===== config.mk =====
export PLATFORM = sky130hd
export DESIGN_NAME = vmem_arbiter
export DESIGN_NICKNAME = d
export VERILOG_FILES = /design/src/rtl/vmem_arbiter.sv
export SDC_FILE = /design/constraint.sdc
export NUM_CORES = 1
export LEC_CHECK = 0
export ABC_AREA = 1
export CAP_MARGIN = 40
export CORE_MARGIN = 4
export CORE_UTILIZATION = 32
export CTS_CLUSTER_DIAMETER = 50
export DETAILED_ROUTE_END_ITERATION = 8
export PLACE_DENSITY_LB_ADDON = 0.05
export REMOVE_ABC_BUFFERS = 1
export SETUP_SLACK_MARGIN = 0.1
export SYNTH_ARGS = -nofsm -noshare
export SYNTH_HDL_FRONTEND = slang
export SYNTH_SLANG_ARGS = --single-unit

===== constraint.sdc =====
create_clock -name clk -period 3.9 [get_ports clk]
set_clock_uncertainty 0.1 [all_clocks]
set_input_delay 1.17 -clock clk [delete_from_list [all_inputs] [get_ports clk]]
set_output_delay 1.17 -clock clk [all_outputs]
set_load 0.005 [all_outputs]

===== src/rtl/vmem_arbiter.sv =====
// ---------------------------------------------------------------------------
// vmem_arbiter
//
// Drives the 4-state pixel sequencer and shares the single-port synchronous
// video RAM between the pixel generator (PG) and the CPU.
//
// PG slots:  pixel_state 0 (TEXT_FETCH) and 1 (GLYPH_FETCH) while enabled and
//            the display is active. In these cycles the RAM address is pg_addr
//            and nothing is written.
// CPU slots: pixel_state 2 while enabled, or any state while enable is low.
//            Build option VMEM_BLANK_GRANT_EN also makes every state a CPU
//            slot while enabled and display_active is low (blanking).
//
// CPU handshake (req/ack): cpu_req is a level. cpu_we, cpu_addr and cpu_wdata
// must stay stable from the rise of cpu_req until the cycle cpu_ack is high.
// A grant (cycle G) drives the RAM directly from the CPU inputs; G+1 waits
// for the synchronous RAM; G+2 pulses cpu_ack for one cycle with read data on
// cpu_rdata. cpu_req is ignored during the ack cycle, so a request still high
// at G+3 is a new access. Only one access is ever in flight.
//
// Ports:
//   clk, reset          clock, asynchronous active-low reset
//   enable              display enable; low holds pixel_state at 0
//   display_active      high inside the visible region
//   pixel_state         sequencer state for the pixel generator
//   pg_addr / pg_data   PG read address in, RAM read data out (pure wire)
//   cpu_req/we/addr/wdata, cpu_ack/rdata   CPU access port
//   mem_addr/we/wdata/rdata                video RAM port
//   o_dbg_acc_state     CPU access FSM state (0 idle, 1 wait, 2 ack)
// ---------------------------------------------------------------------------
module vmem_arbiter #(
    parameter int ADDR_W = 15,
    parameter int DATA_W = 16
) (
    input  logic              clk,
    input  logic              reset,
    input  logic              enable,
    input  logic              display_active,
    output logic [1:0]        pixel_state,
    input  logic [ADDR_W-1:0] pg_addr,
    output logic [DATA_W-1:0] pg_data,
    input  logic              cpu_req,
    input  logic              cpu_we,
    input  logic [ADDR_W-1:0] cpu_addr,
    input  logic [DATA_W-1:0] cpu_wdata,
    output logic              cpu_ack,
    output logic [DATA_W-1:0] cpu_rdata,
    output logic [ADDR_W-1:0] mem_addr,
    output logic              mem_we,
    output logic [DATA_W-1:0] mem_wdata,
    input  logic [DATA_W-1:0] mem_rdata,
    output logic [1:0]        o_dbg_acc_state
);

    typedef enum logic [1:0] {
        ACC_IDLE = 2'd0,  // no access in flight, may grant
        ACC_WAIT = 2'd1,  // G+1: RAM read data arriving
        ACC_ACK  = 2'd2   // G+2: ack pulse, request ignored
    } acc_state_t;

    localparam logic [1:0] PS_SET_FG = 2'd2;

    logic [1:0]        r_pixel_state;
    acc_state_t        r_acc_state;
    acc_state_t        w_acc_next;
    logic              r_is_read;
    logic [DATA_W-1:0] r_cpu_rdata;
    logic              w_cpu_slot;
    logic              w_grant;

    // CPU slot decode. The PG slot is simply the complement while enabled
    // and active, so no separate PG decode is needed for the RAM mux.
`ifdef VMEM_BLANK_GRANT_EN
    assign w_cpu_slot = !enable || !display_active || (r_pixel_state == PS_SET_FG);
`else
    assign w_cpu_slot = !enable || (r_pixel_state == PS_SET_FG);
`endif

    assign w_grant = cpu_req && (r_acc_state == ACC_IDLE) && w_cpu_slot;

    // State registers
    always_ff @(posedge clk or negedge reset) begin
        if (!reset) begin
            r_pixel_state <= 2'd0;
            r_acc_state   <= ACC_IDLE;
            r_is_read     <= 1'b0;
            r_cpu_rdata   <= '0;
        end else begin
            // Disabling resets the sequencer on the next edge, abandoning
            // any PG fetch in progress.
            r_pixel_state <= enable ? (r_pixel_state + 2'd1) : 2'd0;
            r_acc_state   <= w_acc_next;
            if (w_grant) begin
                r_is_read <= !cpu_we;
            end
            // The RAM returns data in G+1; capture it for reads only so a
            // write leaves the previous read value on cpu_rdata.
            if ((r_acc_state == ACC_WAIT) && r_is_read) begin
                r_cpu_rdata <= mem_rdata;
            end
        end
    end

    // Next-state and RAM port mux
    always_comb begin
        w_acc_next = r_acc_state;
        mem_addr   = pg_addr;
        mem_we     = 1'b0;
        mem_wdata  = '0;

        case (r_acc_state)
            ACC_IDLE: if (w_grant) w_acc_next = ACC_WAIT;
            ACC_WAIT: w_acc_next = ACC_ACK;
            ACC_ACK:  w_acc_next = ACC_IDLE;
            default:  w_acc_next = ACC_IDLE;
        endcase

        // A write commits at the edge closing cycle G.
        if (w_grant) begin
            mem_addr  = cpu_addr;
            mem_we    = cpu_we;
            mem_wdata = cpu_wdata;
        end
    end

    assign pixel_state     = r_pixel_state;
    assign pg_data         = mem_rdata;
    assign cpu_ack         = (r_acc_state == ACC_ACK);
    assign cpu_rdata       = r_cpu_rdata;
    assign o_dbg_acc_state = r_acc_state;

endmodule


Word-level counts from Yosys, hierarchy flattened:

Cells that the tools add are included.

* eq/ne operators: 4
* add/sub/neg operators: 1
* reduce and logical (&&, ||, !) cells: 7
* mux-type cells: 6

Operators by type and width (number)
* $mux 16: 1
* $mux 15: 1
* $eq 2x2->1 const B: 2
* $mux 2: 2
* $pmux 2 s2: 1
* $logic_and 1x1->1: 3
* $add 2x1->2 const B: 1
* $eq 2x1->1 const B: 1
* $logic_not 1->1: 2
* $logic_not 2->1: 1
* $ne 2x2->1 const B: 1
* $logic_or 1x1->1: 1
* $mux 1: 1

* word-level logic and storage cells: 22
* register bits after elaboration: 21

Depth between registers and ports, before layout:

* depth in word-level cells: 5
* gate-level depth with buffers: 8
* depth with buffers taken out: 7

Least setup slack after synthesis:

No wires, ideal clock.

* path type: input -> output
* start point: in cpu_req
* end point: out mem_addr[0]
* stages on the path: 4
* path slack: 0.820 ns
* buffers on the path: 2
* data arrival time: 1.810 ns
* path through: buf_2 > buf_1 > nand4_1 > nand2_1

* cells in the longest elaborated chain, start to end: 3

Ends and longest elaborated chain
* start, declared: RTL line 42 `input logic cpu_req,`
* $logic_and 1x1->1 (2 in a row): RTL line 79 `assign w_grant = cpu_req && (r_acc_state == ACC_IDLE) && w_cpu_slot;`
* $mux 15: RTL line 119 `if (w_grant) begin`
* end, declared: RTL line 48 `output logic [ADDR_W-1:0] mem_addr,`

No other way between the ends.

Final worst setup path:

* start point: in enable
* end point: out mem_addr[11]

* cells in the longest elaborated chain, start to end: 4

Ends and longest elaborated chain
* start, declared: RTL line 37 `input logic enable,`
* $logic_not 1->1: RTL line 76 `assign w_cpu_slot = !enable || (r_pixel_state == PS_SET_FG);`
* $logic_or 1x1->1: RTL line 76
* $logic_and 1x1->1: RTL line 79
* $mux 15: RTL line 119

No other way between the ends.

==> reports/results.md <==
| Group | Item | This run |
|:---|:---|:---|
| status | Outcome | complete, no violations |
| cells and area | Most common cell after layout, fill and taps aside | clkdlybuf4s50_1 |
| power and ir drop | PnR Total Power | 986 µW |
| worst setup path | Cell seen most often among critical-path stages | nand2_1 |
| synth | Cell accounting for the most synthesized area | dfrtp_1 |
| worst setup path | Crit-path max FO | 25 |
| floorplanning | Horizontal die dimension | 73.8 µm |
| synth | Post-synthesis sequential area ratio | 0.380 |
| grt | Vias in the first global route | 1573 |
| routing | DRT Wirelength | 4580 µm |
| grt | Pin count of the biggest net entering global routing | 26 |
| synth | Top post-synthesis cells by area | dfrtp_1 38%, nand2_1 18%, buf_4 9.2%, nand4_1 7.2%, inv_1 6.0% |
| cells and area | Net count reported at finish | 382 |
| placed design | Placed Cells | 358 |
| clock network | CTS Sinks | 21 |
| placed design | Gpl congestion | 0.729 |
| clock network | Clk buf depth | 2 |
| cells and area | Post-route standard cell area excluding fillers | 2680 µm² |
| routing | Vias after detailed routing | 1606 |
| clock network | Count of hold-fix buffers inserted at cts | 0 |
| worst setup path | Worst Setup Path Type | in -> out |
| placed design | DP Area | 2670 µm² |
| sta | Transition time at the pin with the least slew margin | 0.637 ns |
| placed design | HPWL Detailed | 3920 µm |
| sta | Final setup fails | 0 |
| grt | Global router's overall resource usage | 0.164 |
| cells and area | Ant. Diodes | 0 |
| sta | Final Slew Violations | 0 |
| routing | Number of vias per cell after detailed routing | 4.44 |
| floorplanning | Top-level I/O count | 137 |
| worst setup path | Worst stage delay on the critical path | 0.49 ns |
| sta | Rel. slew slack | 0.575 |
| floorplanning | Total die area | 5440 µm² |
| synth | Post-synthesis instance area | 1380 µm² |
| floorplanning | Effective utilization at floorplan | 0.339 |
| routing | Detailed-routing iteration count for the pre-antenna-repair pass | 4 |
| synth | Flops & latches, synth | 21 |
| worst setup path | Type of element capturing the critical path | output pin |
| floorplanning | Area of the placeable core | 4090 µm² |
| synth | Synth warnings | 0 |
| sta | RSZ-0062 raised after global routing | no |
| worst setup path | Kind of start point of the critical path | input port |
| synth | Mean area per synthesized cell | 7.17 µm² |
| cells and area | Final standard cell count with taps included and fillers excluded | 362 |
| sta | Max Clock Freq | 0.273 GHz |
| cells and area | Most frequent cells in the layout | 102 x clkdlybuf4s50_1, 64 x nand2_1, 33 x dlygate4sd2_1 |
| synth | Post-synthesis cell type count | 16 |
| clock network | CTS buffer count | 3 |
| grt | GRT Residual Overflow | 0 |
| placed design | Number of input and output port buffers inserted | 135 |
| power and ir drop | Largest voltage drop on the vdd net | 0.000227 V |
| clock network | Worst skew pair latency | 0.25 ns |
| synth | Top cell type's share of synthesized area | 0.380 |
| worst setup path | CP required | 2.63 ns |
| worst setup path | Cell breakdown of the critical path | clkdlybuf4s50_1, nand2_2, nand3_4, buf_12, nand2_1, nand2_1, dlygate4sd2_1 |
| routing | Routed WL per cell | 12.7 µm |
| sta | Share of the clock period used by the worst path | 0.940 |
| power and ir drop | Power per cell area | 368 nW/µm² |
| min path | Worst min path class | reg -> reg |
| cells and area | Share of post-route cells with drive strength above 1 | 0.0609 |
| routing | Residual DRC count | 0 |
| synth | Cell count after synthesis | 193 |
| clock network | CTS tree | done |
| worst setup path | Standard cell with the maximum stage delay on the critical path | clkdlybuf4s50_1 |
| grt | Initial antenna violation count | 0 |
| clock network | Root buffer selected by CTS | clkbuf_8 |
| clock network | Setup Fix Bufs, Post-CTS | 0 |
| sta | Final worst path period need | 3.67 ns |
| sta | Hold violation count in the final report | 0 |
| routing | Number of antenna-violating nets in the routed design | 0 |
| grt | First-pass GRT wire length | 7140 µm |
| routing | Initial detailed-routing violation count | 56 |
| cells and area | Layout Area Growth over Synthesis | 93.6% |
| clock network | Post-CTS clock slew at the launch and capture registers of the worst setup and hold paths | 0.07 ns |
| floorplanning | Number of standard-cell rows in the floorplan | 23 |
| clock network | H-tree lvl count | 1 |
| worst setup path | Critical path arrival | 2.40 ns |
| floorplanning | Die boundary height | 73.8 µm |
| flow run | Max-cap check violation count | 0 |
| clock network | Count of instances resized after the clock tree is built | 35 |
| power and ir drop | Leak | 0.00140 µW |
through the flow:
step           TNS, ns  utilization  worst slack (ns)  hold WS [ns]
6_report             0        0.656             0.233         0.350
5_1_grt              0        0.656             0.157         0.390
4_1_cts              0        0.656             0.211         0.358
3_5_place_dp     -1.71        0.653           -0.0924         0.344
3_3_place_gp    -0.621        0.649           -0.0638         0.342
2_1_floorplan        0            -             0.607         0.344
synth_stat cells, drive strengths merged:
cell type and instances:
nand3 17, dfrtp 21, nor2 22, inv 23, nand2 66, nand4 16
ha 1, buf 27
area by class of cell:
| class | instances | area, µm² |
|---|---|---|
| Fill cell | 392 | 1410 |
| Timing Repair Buffer | 142 | 1390 |
| Multi-Input combinational cell | 122 | 573 |
| Sequential cell | 21 | 526 |
| Inverter | 23 | 86.3 |
| Tap cell | 50 | 62.6 |
| Clock buffer | 4 | 45.0 |
per-layer routing:
layer / wire length, µm / global-route usage / up-vias
met5: 0 / 0 / -
li1: - / - / 821
met2: 2650 / 0.341 / 59
met1: 1520 / 0.159 / 726
met4: 0 / 0.00604 / 0
met3: 404 / 0.0588 / 0
final timing paths:
path / start / end / slack, ns / cells after the start
worst min register to register: pixel_state[0] / pixel_state[0] / 0.35 / 1
worst max-delay path: enable / mem_addr[11] / 0.23 / 7
max in group asynchronous: reset / cpu_rdata[9] / 2.17 / 2
worst max register to register: o_dbg_acc_state[1] / r_is_read / 2.43 / 5
min in group asynchronous: reset / cpu_rdata[6] / 1.10 / 1
worst min-delay path: pixel_state[0] / pixel_state[0] / 0.35 / 1
logic make-up after synthesis:
logic type / count (synthesis) / share of synthesized area
adders and majority gates: 1 / 0.00904
buffers and inverters: 50 / 0.208
DFF: 21 / 0.380
and+or+nand+nor: 121 / 0.403
where the power goes:
group          total, µW  switching, µW  internal [µW]
Combinational        480            176            305
Clock                136           63.7           72.5
Sequential           370           61.2            308
Total                986            301            686
critical path: cells and delay by family:
family	cells	cell delay, ns
buffers and inverters	3	0.91
AND/OR/NAND/NOR	4	0.30
state kept, by name, indices dropped and copies added, names as in the netlist:
signal	count
cpu_rdata	16
pixel_state	2
o_dbg_acc_state	2
r_is_read	1
Power figures use the tool's default switching activity.
